===== config.mk =====
export PLATFORM = sky130hd
export DESIGN_NAME = seq_restoring_divider
export DESIGN_NICKNAME = d
export VERILOG_FILES = /design/src/rtl/seq_div_pkg.sv /design/src/rtl/div_step.sv /design/src/rtl/seq_restoring_divider.sv
export SDC_FILE = /design/constraint.sdc
export NUM_CORES = 1
export LEC_CHECK = 0
export CAP_MARGIN = 20
export CORE_MARGIN = 3
export CORE_UTILIZATION = 50
export DETAILED_ROUTE_END_ITERATION = 8
export PLACE_DENSITY = 0.77
export SYNTH_ARGS = -nofsm -noshare
export SYNTH_HDL_FRONTEND = slang
export SYNTH_SLANG_ARGS = --single-unit

===== constraint.sdc =====
create_clock -name clk -period 4.6 [get_ports clk]
set_clock_uncertainty 0.15 [all_clocks]
set_input_delay 0.46 -clock clk [delete_from_list [all_inputs] [get_ports clk]]
set_output_delay 0.46 -clock clk [all_outputs]
set_load 0.01 [all_outputs]

===== src/rtl/seq_div_pkg.sv =====
// Shared types and helpers for the sequential restoring divider.
// Optional rounding in the top level is selected by the SEQ_DIV_ROUND_EN macro.
package seq_div_pkg;

    typedef enum logic [1:0] {
        IDLE = 2'd0,
        RUN  = 2'd1,
        FIN  = 2'd2
    } state_t;

    // Wide enough for any supported dividend width; the top slices what it needs.
    localparam int MAX_DIVIDEND_W = 64;
    localparam logic [MAX_DIVIDEND_W-1:0] DBZ_QUOTIENT = '1;

    function automatic int clog2(input int value);
        int result;
        result = 0;
        for (int v = value - 1; v > 0; v = v >> 1) begin
            result = result + 1;
        end
        return result;
    endfunction

endpackage


===== src/rtl/div_step.sv =====
// One restoring-division step: shift in the next dividend bit, trial-subtract, keep or restore.
module div_step #(
    parameter int DIVISOR_W = 3
) (
    input  logic [DIVISOR_W-1:0] i_r,
    input  logic                 i_bit,
    input  logic [DIVISOR_W-1:0] i_divisor,
    output logic [DIVISOR_W-1:0] o_rNext,
    output logic                 o_qBit
);

    logic [DIVISOR_W:0] w_shifted;
    logic [DIVISOR_W:0] w_sub;
    logic               w_borrow;

    // A borrow out of the DIVISOR_W+1 bit subtract means r < divisor, so the old value is restored.
    assign w_shifted         = {i_r, i_bit};
    assign {w_borrow, w_sub} = {1'b0, w_shifted} - {2'b00, i_divisor};
    assign o_qBit            = ~w_borrow;
    assign o_rNext           = w_borrow ? w_shifted[DIVISOR_W-1:0] : DIVISOR_W'(w_sub);

endmodule


===== src/rtl/seq_restoring_divider.sv =====
// Iterative unsigned divider, one quotient bit per clock, start/done handshake.
// Define SEQ_DIV_ROUND_EN to round the quotient to nearest (half up, saturating).
module seq_restoring_divider
    import seq_div_pkg::*;
#(
    parameter int DIVIDEND_W = 9,
    parameter int DIVISOR_W  = 3
) (
    input  logic                  clk,
    input  logic                  rst,
    input  logic                  start,
    input  logic [DIVIDEND_W-1:0] dividend,
    input  logic [DIVISOR_W-1:0]  divisor,
    output logic                  busy,
    output logic                  done,
    output logic [DIVIDEND_W-1:0] quotient,
    output logic [DIVISOR_W-1:0]  remainder,
    output logic                  div_by_zero
);

    localparam int CNT_W = clog2(DIVIDEND_W + 1);
    localparam logic [CNT_W-1:0] LAST_STEP = CNT_W'(DIVIDEND_W - 1);
    localparam logic [DIVIDEND_W-1:0] ALL_ONES = DBZ_QUOTIENT[DIVIDEND_W-1:0];

    state_t                r_state;
    state_t                w_stateNext;
    logic [CNT_W-1:0]      r_count;
    logic [DIVIDEND_W-1:0] r_dividendSh;
    logic [DIVIDEND_W-2:0] r_quotSh;
    logic [DIVISOR_W-1:0]  r_divisor;
    logic [DIVISOR_W-1:0]  r_rem;
    logic [DIVIDEND_W-1:0] r_quotient;
    logic [DIVISOR_W-1:0]  r_remainder;
    logic                  r_divByZero;

    logic                  w_accept;
    logic                  w_lastStep;
    logic [DIVISOR_W-1:0]  w_rNext;
    logic                  w_qBit;
    logic [DIVIDEND_W-1:0] w_quotRaw;
    logic [DIVIDEND_W-1:0] w_quotFinal;

    div_step #(
        .DIVISOR_W (DIVISOR_W)
    ) u_step (
        .i_r       (r_rem),
        .i_bit     (r_dividendSh[DIVIDEND_W-1]),
        .i_divisor (r_divisor),
        .o_rNext   (w_rNext),
        .o_qBit    (w_qBit)
    );

    assign w_accept   = start && (r_state != RUN);
    assign w_lastStep = (r_state == RUN) && (r_count == LAST_STEP);
    assign w_quotRaw  = {r_quotSh, w_qBit};

`ifdef SEQ_DIV_ROUND_EN
    logic w_roundUp;

    // Round half up: 2*r >= divisor, evaluated one bit wider than r so the doubling cannot overflow.
    assign w_roundUp   = {1'b0, w_rNext, 1'b0} >= {2'b00, r_divisor};
    assign w_quotFinal = (w_roundUp && (w_quotRaw != ALL_ONES)) ? w_quotRaw + 1'b1 : w_quotRaw;
`else
    assign w_quotFinal = w_quotRaw;
`endif

    always_ff @(posedge clk or posedge rst) begin
        if (rst) begin
            r_state <= IDLE;
        end else begin
            r_state <= w_stateNext;
        end
    end

    always_comb begin
        w_stateNext = r_state;
        case (r_state)
            IDLE, FIN: begin
                if (start) begin
                    w_stateNext = (divisor == '0) ? FIN : RUN;
                end else begin
                    w_stateNext = IDLE;
                end
            end
            RUN: begin
                if (w_lastStep) begin
                    w_stateNext = FIN;
                end
            end
            default: w_stateNext = IDLE;
        endcase
    end

    // Results land only on FIN entry: at the last iteration, or directly from acceptance for divide by zero.
    always_ff @(posedge clk or posedge rst) begin
        if (rst) begin
            r_count      <= '0;
            r_dividendSh <= '0;
            r_quotSh     <= '0;
            r_divisor    <= '0;
            r_rem        <= '0;
            r_quotient   <= '0;
            r_remainder  <= '0;
            r_divByZero  <= 1'b0;
        end else if (w_accept) begin
            r_count      <= '0;
            r_dividendSh <= dividend;
            r_quotSh     <= '0;
            r_divisor    <= divisor;
            r_rem        <= '0;
            if (divisor == '0) begin
                r_quotient  <= ALL_ONES;
                r_remainder <= '0;
                r_divByZero <= 1'b1;
            end
        end else if (r_state == RUN) begin
            r_count      <= r_count + 1'b1;
            r_dividendSh <= {r_dividendSh[DIVIDEND_W-2:0], 1'b0};
            r_quotSh     <= w_quotRaw[DIVIDEND_W-2:0];
            r_rem        <= w_rNext;
            if (w_lastStep) begin
                r_quotient  <= w_quotFinal;
                r_remainder <= w_rNext;
                r_divByZero <= 1'b0;
            end
        end
    end

    assign busy        = (r_state == RUN);
    assign done        = (r_state == FIN);
    assign quotient    = r_quotient;
    assign remainder   = r_remainder;
    assign div_by_zero = r_divByZero;

endmodule


==> Word-level counts from Yosys, hierarchy flattened <==
Cells that the tools add are included.
{ "op_classes": {"n_addsub": 2, "muxes": 25, "n_reduce_logical": 8, "n_eq_ne": 6, "bitwise": 1} }
{ "op_table": {"columns": ["cell", "n"], "rows": [
  ["two-way mux 9 bit", 6],
  ["two-way mux 3 bit", 7],
  ["two-way mux 8 bit", 2],
  ["two-way mux 4 bit", 2],
  ["two-way mux 2 bit", 3],
  ["!= test 2 x 1 -> 1 bit, second input constant", 3],
  ["subtractor 4 x 3 -> 5 bit", 1],
  ["adder 4 x 1 -> 4 bit, second input constant", 1],
  ["== test 4 bit, second input constant", 1],
  ["two-way mux 1 bit", 4],
  ["one-hot mux 2 bit (2 select lines)", 1],
  ["nonzero test 2 bit", 2],
  ["zero test 3 bit", 1],
  ["AND reduction 3 bit", 1],
  ["== test 2 x 1 -> 1 bit, second input constant", 1],
  ["== test 2 bit, second input constant", 1],
  ["logical AND 1 bit", 2],
  ["zero test 2 bit", 1],
  ["OR reduction 2 bit", 1],
  ["inverter 1 bit", 1]
]} }
{ "totals": {"input_bits": 15, "wordCells": 51, "regBits": 42} }

==> Logic depth before layout (Yosys ltp) <==
{ "depth": {"depth_word": 5, "ltp_mapped": 7} }

==> Modules after synthesis <==
From an unflattened synthesis, not the netlist that was laid out.
{ "hier_totals": {"hier_cells": 188, "hier_area_um2": 2062.0} }
{ "by_module_without_submodules": {"columns": ["module", "n_inst", "area_each_um2", "seq_area_each_um2", "cells_each"], "rows": [
  ["seq_restoring_divider", 1, 1929.4, 1051.0, 174],
  ["div_step", 1, 132.6, 0.0, 14]
]} }

==> Least setup slack after synthesis <==
OpenSTA, ideal clock, no wires.
{ "synth_timing": {"kind": "register to register", "start": "register r_divisor[0]", "end": "register r_rem[1]", "required_ns": 4.367, "path_slack_ns": 2.728, "synth_period_minus_slack_ns": 1.872, "setup_ns": 0.083, "arrival_ns": 1.639, "path_stages_with_launch": 7, "path_cell_list": "dfrtp_1 -> ha_1 -> fa_1 -> nand2b_1 -> nand2_1 -> mux2_2 -> o21ai_0"} }
{ "synth_between": {"elab_chain_cells": 4} }
{ "synth_rtl": {"columns": ["item", "line", "text"], "rows": [
  ["start: declaration", "seq_restoring_divider.sv:30", "logic [DIVISOR_W-1:0] r_divisor;"],
  ["start signal: assignment", "seq_restoring_divider.sv:109", "r_divisor <= divisor;"],
  ["subtractor 4 x 3 -> 5 bit", "div_step.sv:18", "assign {w_borrow, w_sub} = {1'b0, w_shifted} - {2'b00, i_divisor};"],
  ["two-way mux 3 bit", "div_step.sv:20", "assign o_rNext = w_borrow ? w_shifted[DIVISOR_W-1:0] : DIVISOR_W'(w_sub);"],
  ["two-way mux 3 bit", "seq_restoring_divider.sv:116", "end else if (r_state == RUN) begin"],
  ["two-way mux 3 bit", "seq_restoring_divider.sv:105", "end else if (w_accept) begin"],
  ["end signal: assignment", "seq_restoring_divider.sv:120", "r_rem <= w_rNext;"],
  ["end: declaration", "seq_restoring_divider.sv:31", "logic [DIVISOR_W-1:0] r_rem;"]
]} }
Every way passes these cells. The select of a mux whose other input is x is not followed.
A chain may end at the register's enable or synchronous reset.

==> Worst setup path after layout <==
{ "layout_timing": {"start": "register r_state[1]", "end": "output port busy"} }
{ "layout_between": {"elab_chain_cells": 1} }
{ "layout_rtl": {"columns": ["item", "line", "text"], "rows": [
  ["start: declaration", "seq_restoring_divider.sv:25", "state_t r_state;"],
  ["start signal: assignment", "seq_restoring_divider.sv:71", "r_state <= w_stateNext;"],
  ["== test 2 x 1 -> 1 bit", "seq_restoring_divider.sv:129", "assign busy = (r_state == RUN);"],
  ["end: declaration", "seq_restoring_divider.sv:14", "output logic busy,"]
]} }
Every way passes these cells.

==> results.md <==
| Stage | Quantity | This run |
|---|---|---|
| run status | Run status | finished, final reports clean |
| clock tree | CTS hold repair buffers | 0 |
| global route | Total overflow reported by the global router | 0 |
| setup path | Worst reg-to-reg path cell count | 5 |
| clock tree | H-tree levels | 2 |
| route | Starting DRT DRC Count | 109 |
| power and ir drop | Power per unit of standard cell area | 660 nW/um^2 |
| layout | # fillers | 278 |
| route | First-pass detailed-route iteration total | 4 |
| yosys | Synthesized flop and latch total | 42 |
| power and ir drop | Standby leakage power | 0.00106 uW |
| route | Routed wire length per instance | 14.4 um |
| die | Width of the chip | 67.8 um |
| clock tree | Clock transition at the register clock pins on the worst setup and hold paths after CTS | 0.07 ns |
| die | Ports | 30 |
| timing | Final Hold Violating Endpoints | 0 |
| clock tree | Clock tree root buffer cell | sky130_fd_sc_hd__clkbuf_8 |
| route | Via density per instance | 5.40 |
| timing | Setup repair after global routing missed its margin | false |
| setup path | Critical path's top delay family | buffers and inverters |
| setup path | Data arrival time at the worst-slack endpoint | 2.32 ns |
| yosys | Share of synthesized area occupied by flip-flops and latches | 0.550 |
| yosys | Count of cell types in the netlist | 35 |
| yosys | Yosys synthesis warning count | 0 |
| clock tree | Post-CTS setup buffer count | 0 |
| yosys | Dominant register cell in the synthesized netlist | sky130_fd_sc_hd__dfrtp_1 |
| timing | Min Tclk post-route | 2.93 ns |
| yosys | Cells after Synth | 182 |
| route | Number of routed nets with antenna violations | 0 |
| layout | Antenna Cells | 0 |
| global route | Largest net degree at the start of global routing | 43 |
| clock tree | Clk buf depth | 2 |
| layout | Final net count | 228 |
| yosys | Ranking of synthesized cells by area | sky130_fd_sc_hd__dfrtp_1 55%, sky130_fd_sc_hd__nand2_1 6.3%, sky130_fd_sc_hd__mux2i_1 4.7%, sky130_fd_sc_hd__nand3b_1 4.3%, sky130_fd_sc_hd__o21ai_0 4.2% |
| setup path | Buffers and inverters on the worst path | 2 |
| timing | Setup violators final | 0 |
| setup path | Critical R2R Capture | quotient[5] |
| global route | Total global routing track utilization | 0.192 |
| setup path | Cell breakdown of the critical path | nand2b_1 -> inv_2 -> clkdlybuf4s50_1 |
| placed design | Post-detailed-placement half-perimeter wirelength | 2560 um |
| yosys | Number of flops mapped to enable cells by yosys | 0 |
| setup path | Setup crit start kind | flop |
| yosys | Ys async rst share | 1.00 |
| timing | Fin. max-slew vios | 0 |
| worst hold path | Hold Crit Class | reg2reg |
| global route | First-pass GRT wire length | 6510 um |
| clock tree | Insertion delay of the later-clocked pin in the worst-skew pair | 0.28 ns |
| layout | Top library cells by usage in the layout, fill and taps aside | 42 x sky130_fd_sc_hd__dfrtp_1, 32 x sky130_fd_sc_hd__nand2_1, 29 x sky130_fd_sc_hd__clkdlybuf4s50_1, 16 x sky130_fd_sc_hd__o21ai_0, 12 x sky130_fd_sc_hd__inv_1 |
| power and ir drop | Maximum resistive drop on vdd | 0.371 mV |
| clock tree | Clock sinks | 42 |
| layout | Leading cell type in the layout, fill and taps excluded | sky130_fd_sc_hd__dfrtp_1 |
| clock tree | CTS Buf Count | 5 |
| clock tree | Total of cells resized after clock tree synthesis | 0 |
| setup path | Maximum fanout along the worst path | 33 |
| yosys | Post-synthesis average cell area | 10.5 sq um |
| worst hold path | Hold path startpoint | r_dividendSh[1] |
| layout | Layout Area Growth over Synthesis | 20.6% |
| yosys | Net Count, Synth | 202 |
| timing | Maximum achievable frequency | 341 MHz |
| timing | Worst slew slack as a fraction of its limit | 0.328 |
| worst hold path | Hold path endpoint | r_dividendSh[2] |
| route | Via count | 1377 |
| timing | Setup TNS | 0 ns |
| setup path | Maximum single-stage delay on the critical path | 0.64 ns |
| die | Vertical die dimension | 67.8 um |
| die | Initial Utilization | 0.546 |
| setup path | Crit path max-delay cell type | sky130_fd_sc_hd__clkdlybuf4s50_1 |
| die | Core ar. | 3490 sq um |
| yosys | Cell accounting for the most synthesized area | sky130_fd_sc_hd__dfrtp_1 |
| route | Number of design rule violations left after detail routing | 0 |
| layout | Utilization after layout | 0.659 |
| setup path | Endpoint kind of the worst setup timing path | output pin |
| die | Count of standard-cell rows | 21 |
| worst hold path | Hold Path Stages | 2 |
| clock tree | Clock tree from TritonCTS | built |
| setup path | Critical R2R Launch | r_state[1] |
| timing | Final period util | 0.637 |
| placed design | Input/output buffers | 29 |
| setup path | Data required time at the worst endpoint | 3.99 ns |
| global route | Number of global-route vias before repair | 1368 |
| yosys | Summed instance area of the synthesized netlist | 1910 sq um |
| placed design | Routability congestion estimate | 0.818 |
| die | Die Footprint | 4600 sq um |
| layout | Proportion of layout cells with a drive suffix above 1 | 0.0813 |
| setup path | WS Path Type | reg2out |
| route | Detailed-route wire length | 3660 um |
| run | Max-cap violations | 0 |
| setup path | Reg-to-reg setup timing slack | 2.11 ns |
| global route | Initial antenna violation count | 0 |
| timing | Transition time at the pin with the least slew margin | 1.00 ns |
| yosys | Portion of synthesized cell area occupied by the leading cell type | 0.550 |
[metrics by stage]
step           cell area [sq um]  setup slack [ns]  power [uW]  cells  hold WS (ns)
2_1_floorplan               1910              2.73        1040    182         0.293
3_3_place_gp                2190              2.03        1230    247         0.306
3_5_place_dp                2190              1.93        1260    247         0.323
4_1_cts                     2300              1.66        1530    255         0.340
5_1_grt                     2300              1.47        1660    255         0.375
6_report                    2300              1.67        1520    255         0.338
[registers in the layout (all words and copies together) (netlist names)]
register	cells
r_state	2
remainder	3
div_by_zero	1
r_count	4
r_rem	3
quotient	9
r_divisor	3
r_dividendSh	9
r_quotSh	8
[layout make-up]
| class | instances | area, sq um | area share |
|---|---|---|---|
| clock buffers | 8 | 110 | 0.0478 |
| flip-flops and latches | 42 | 1050 | 0.457 |
| well taps | 46 | 57.6 | 0.0250 |
| repair buffers | 30 | 298 | 0.129 |
| inverters | 13 | 48.8 | 0.0212 |
| multi-input cells | 116 | 737 | 0.320 |
[where the power goes]
group / total [uW] / internal (uW) / switching, uW
combinational: 604 / 288 / 316
sequential: 648 / 539 / 109
clock: 268 / 151 / 116
[cells in the mapped netlist (all sizes together) (2+ instances only)]
| cell type | instances |
|---|---|
| mux2i | 9 |
| nor2 | 3 |
| nand2b | 3 |
| nor3 | 7 |
| buf | 8 |
| ha | 4 |
| clkbuf | 3 |
| mux2 | 4 |
| dfrtp | 42 |
| nand3b | 11 |
| a21oi | 6 |
| inv | 13 |
| and2 | 2 |
| o21ai | 16 |
| o22a | 2 |
| o2bb2ai | 3 |
| nand2 | 33 |
[logic make-up after synthesis]
kind of cell             share of synthesized area
AND/OR/NAND/NOR                              0.173
AO/OA/AOI/OAI                                0.106
buffers and inverters                       0.0636
multiplexers                                0.0708
adder cells (fa/ha/maj)                     0.0367
flip-flops                                   0.550
[metal layers]
| layer | track usage | routed length [um] | vias up |
|---|---|---|---|
| met1 | 0.266 | 1660 | 673 |
| li1 | - | - | 666 |
| met3 | 0.0499 | 178 | 4 |
| met5 | 0 | 0 | - |
| met2 | 0.298 | 1770 | 34 |
| met4 | 0.0546 | 51 | 0 |
[how the worst max path moves through the flow]
| stage | start | endpoint | slack, ns | depth (start not counted) |
|---|---|---|---|---|
| 6_report | r_state[1] | busy | 1.67 | 3 |
| 5_1_grt | r_state[1] | busy | 1.47 | 3 |
| 4_1_cts | r_state[1] | busy | 1.66 | 3 |
| 3_5_place_dp | start | quotient[5] | 1.93 | 4 |
| 3_3_place_gp | start | remainder[2] | 2.03 | 4 |
| 2_1_floorplan | r_divisor[0] | r_rem[1] | 2.73 | 6 |
[tightest hold or removal path, delay by kind of cell (launching register included)]
kind | cells | cell delay (ns)
flops | 1 | 0.35
compound gates | 1 | 0.06
simple gates | 1 | 0.05
(Power assumes the default switching activity.)
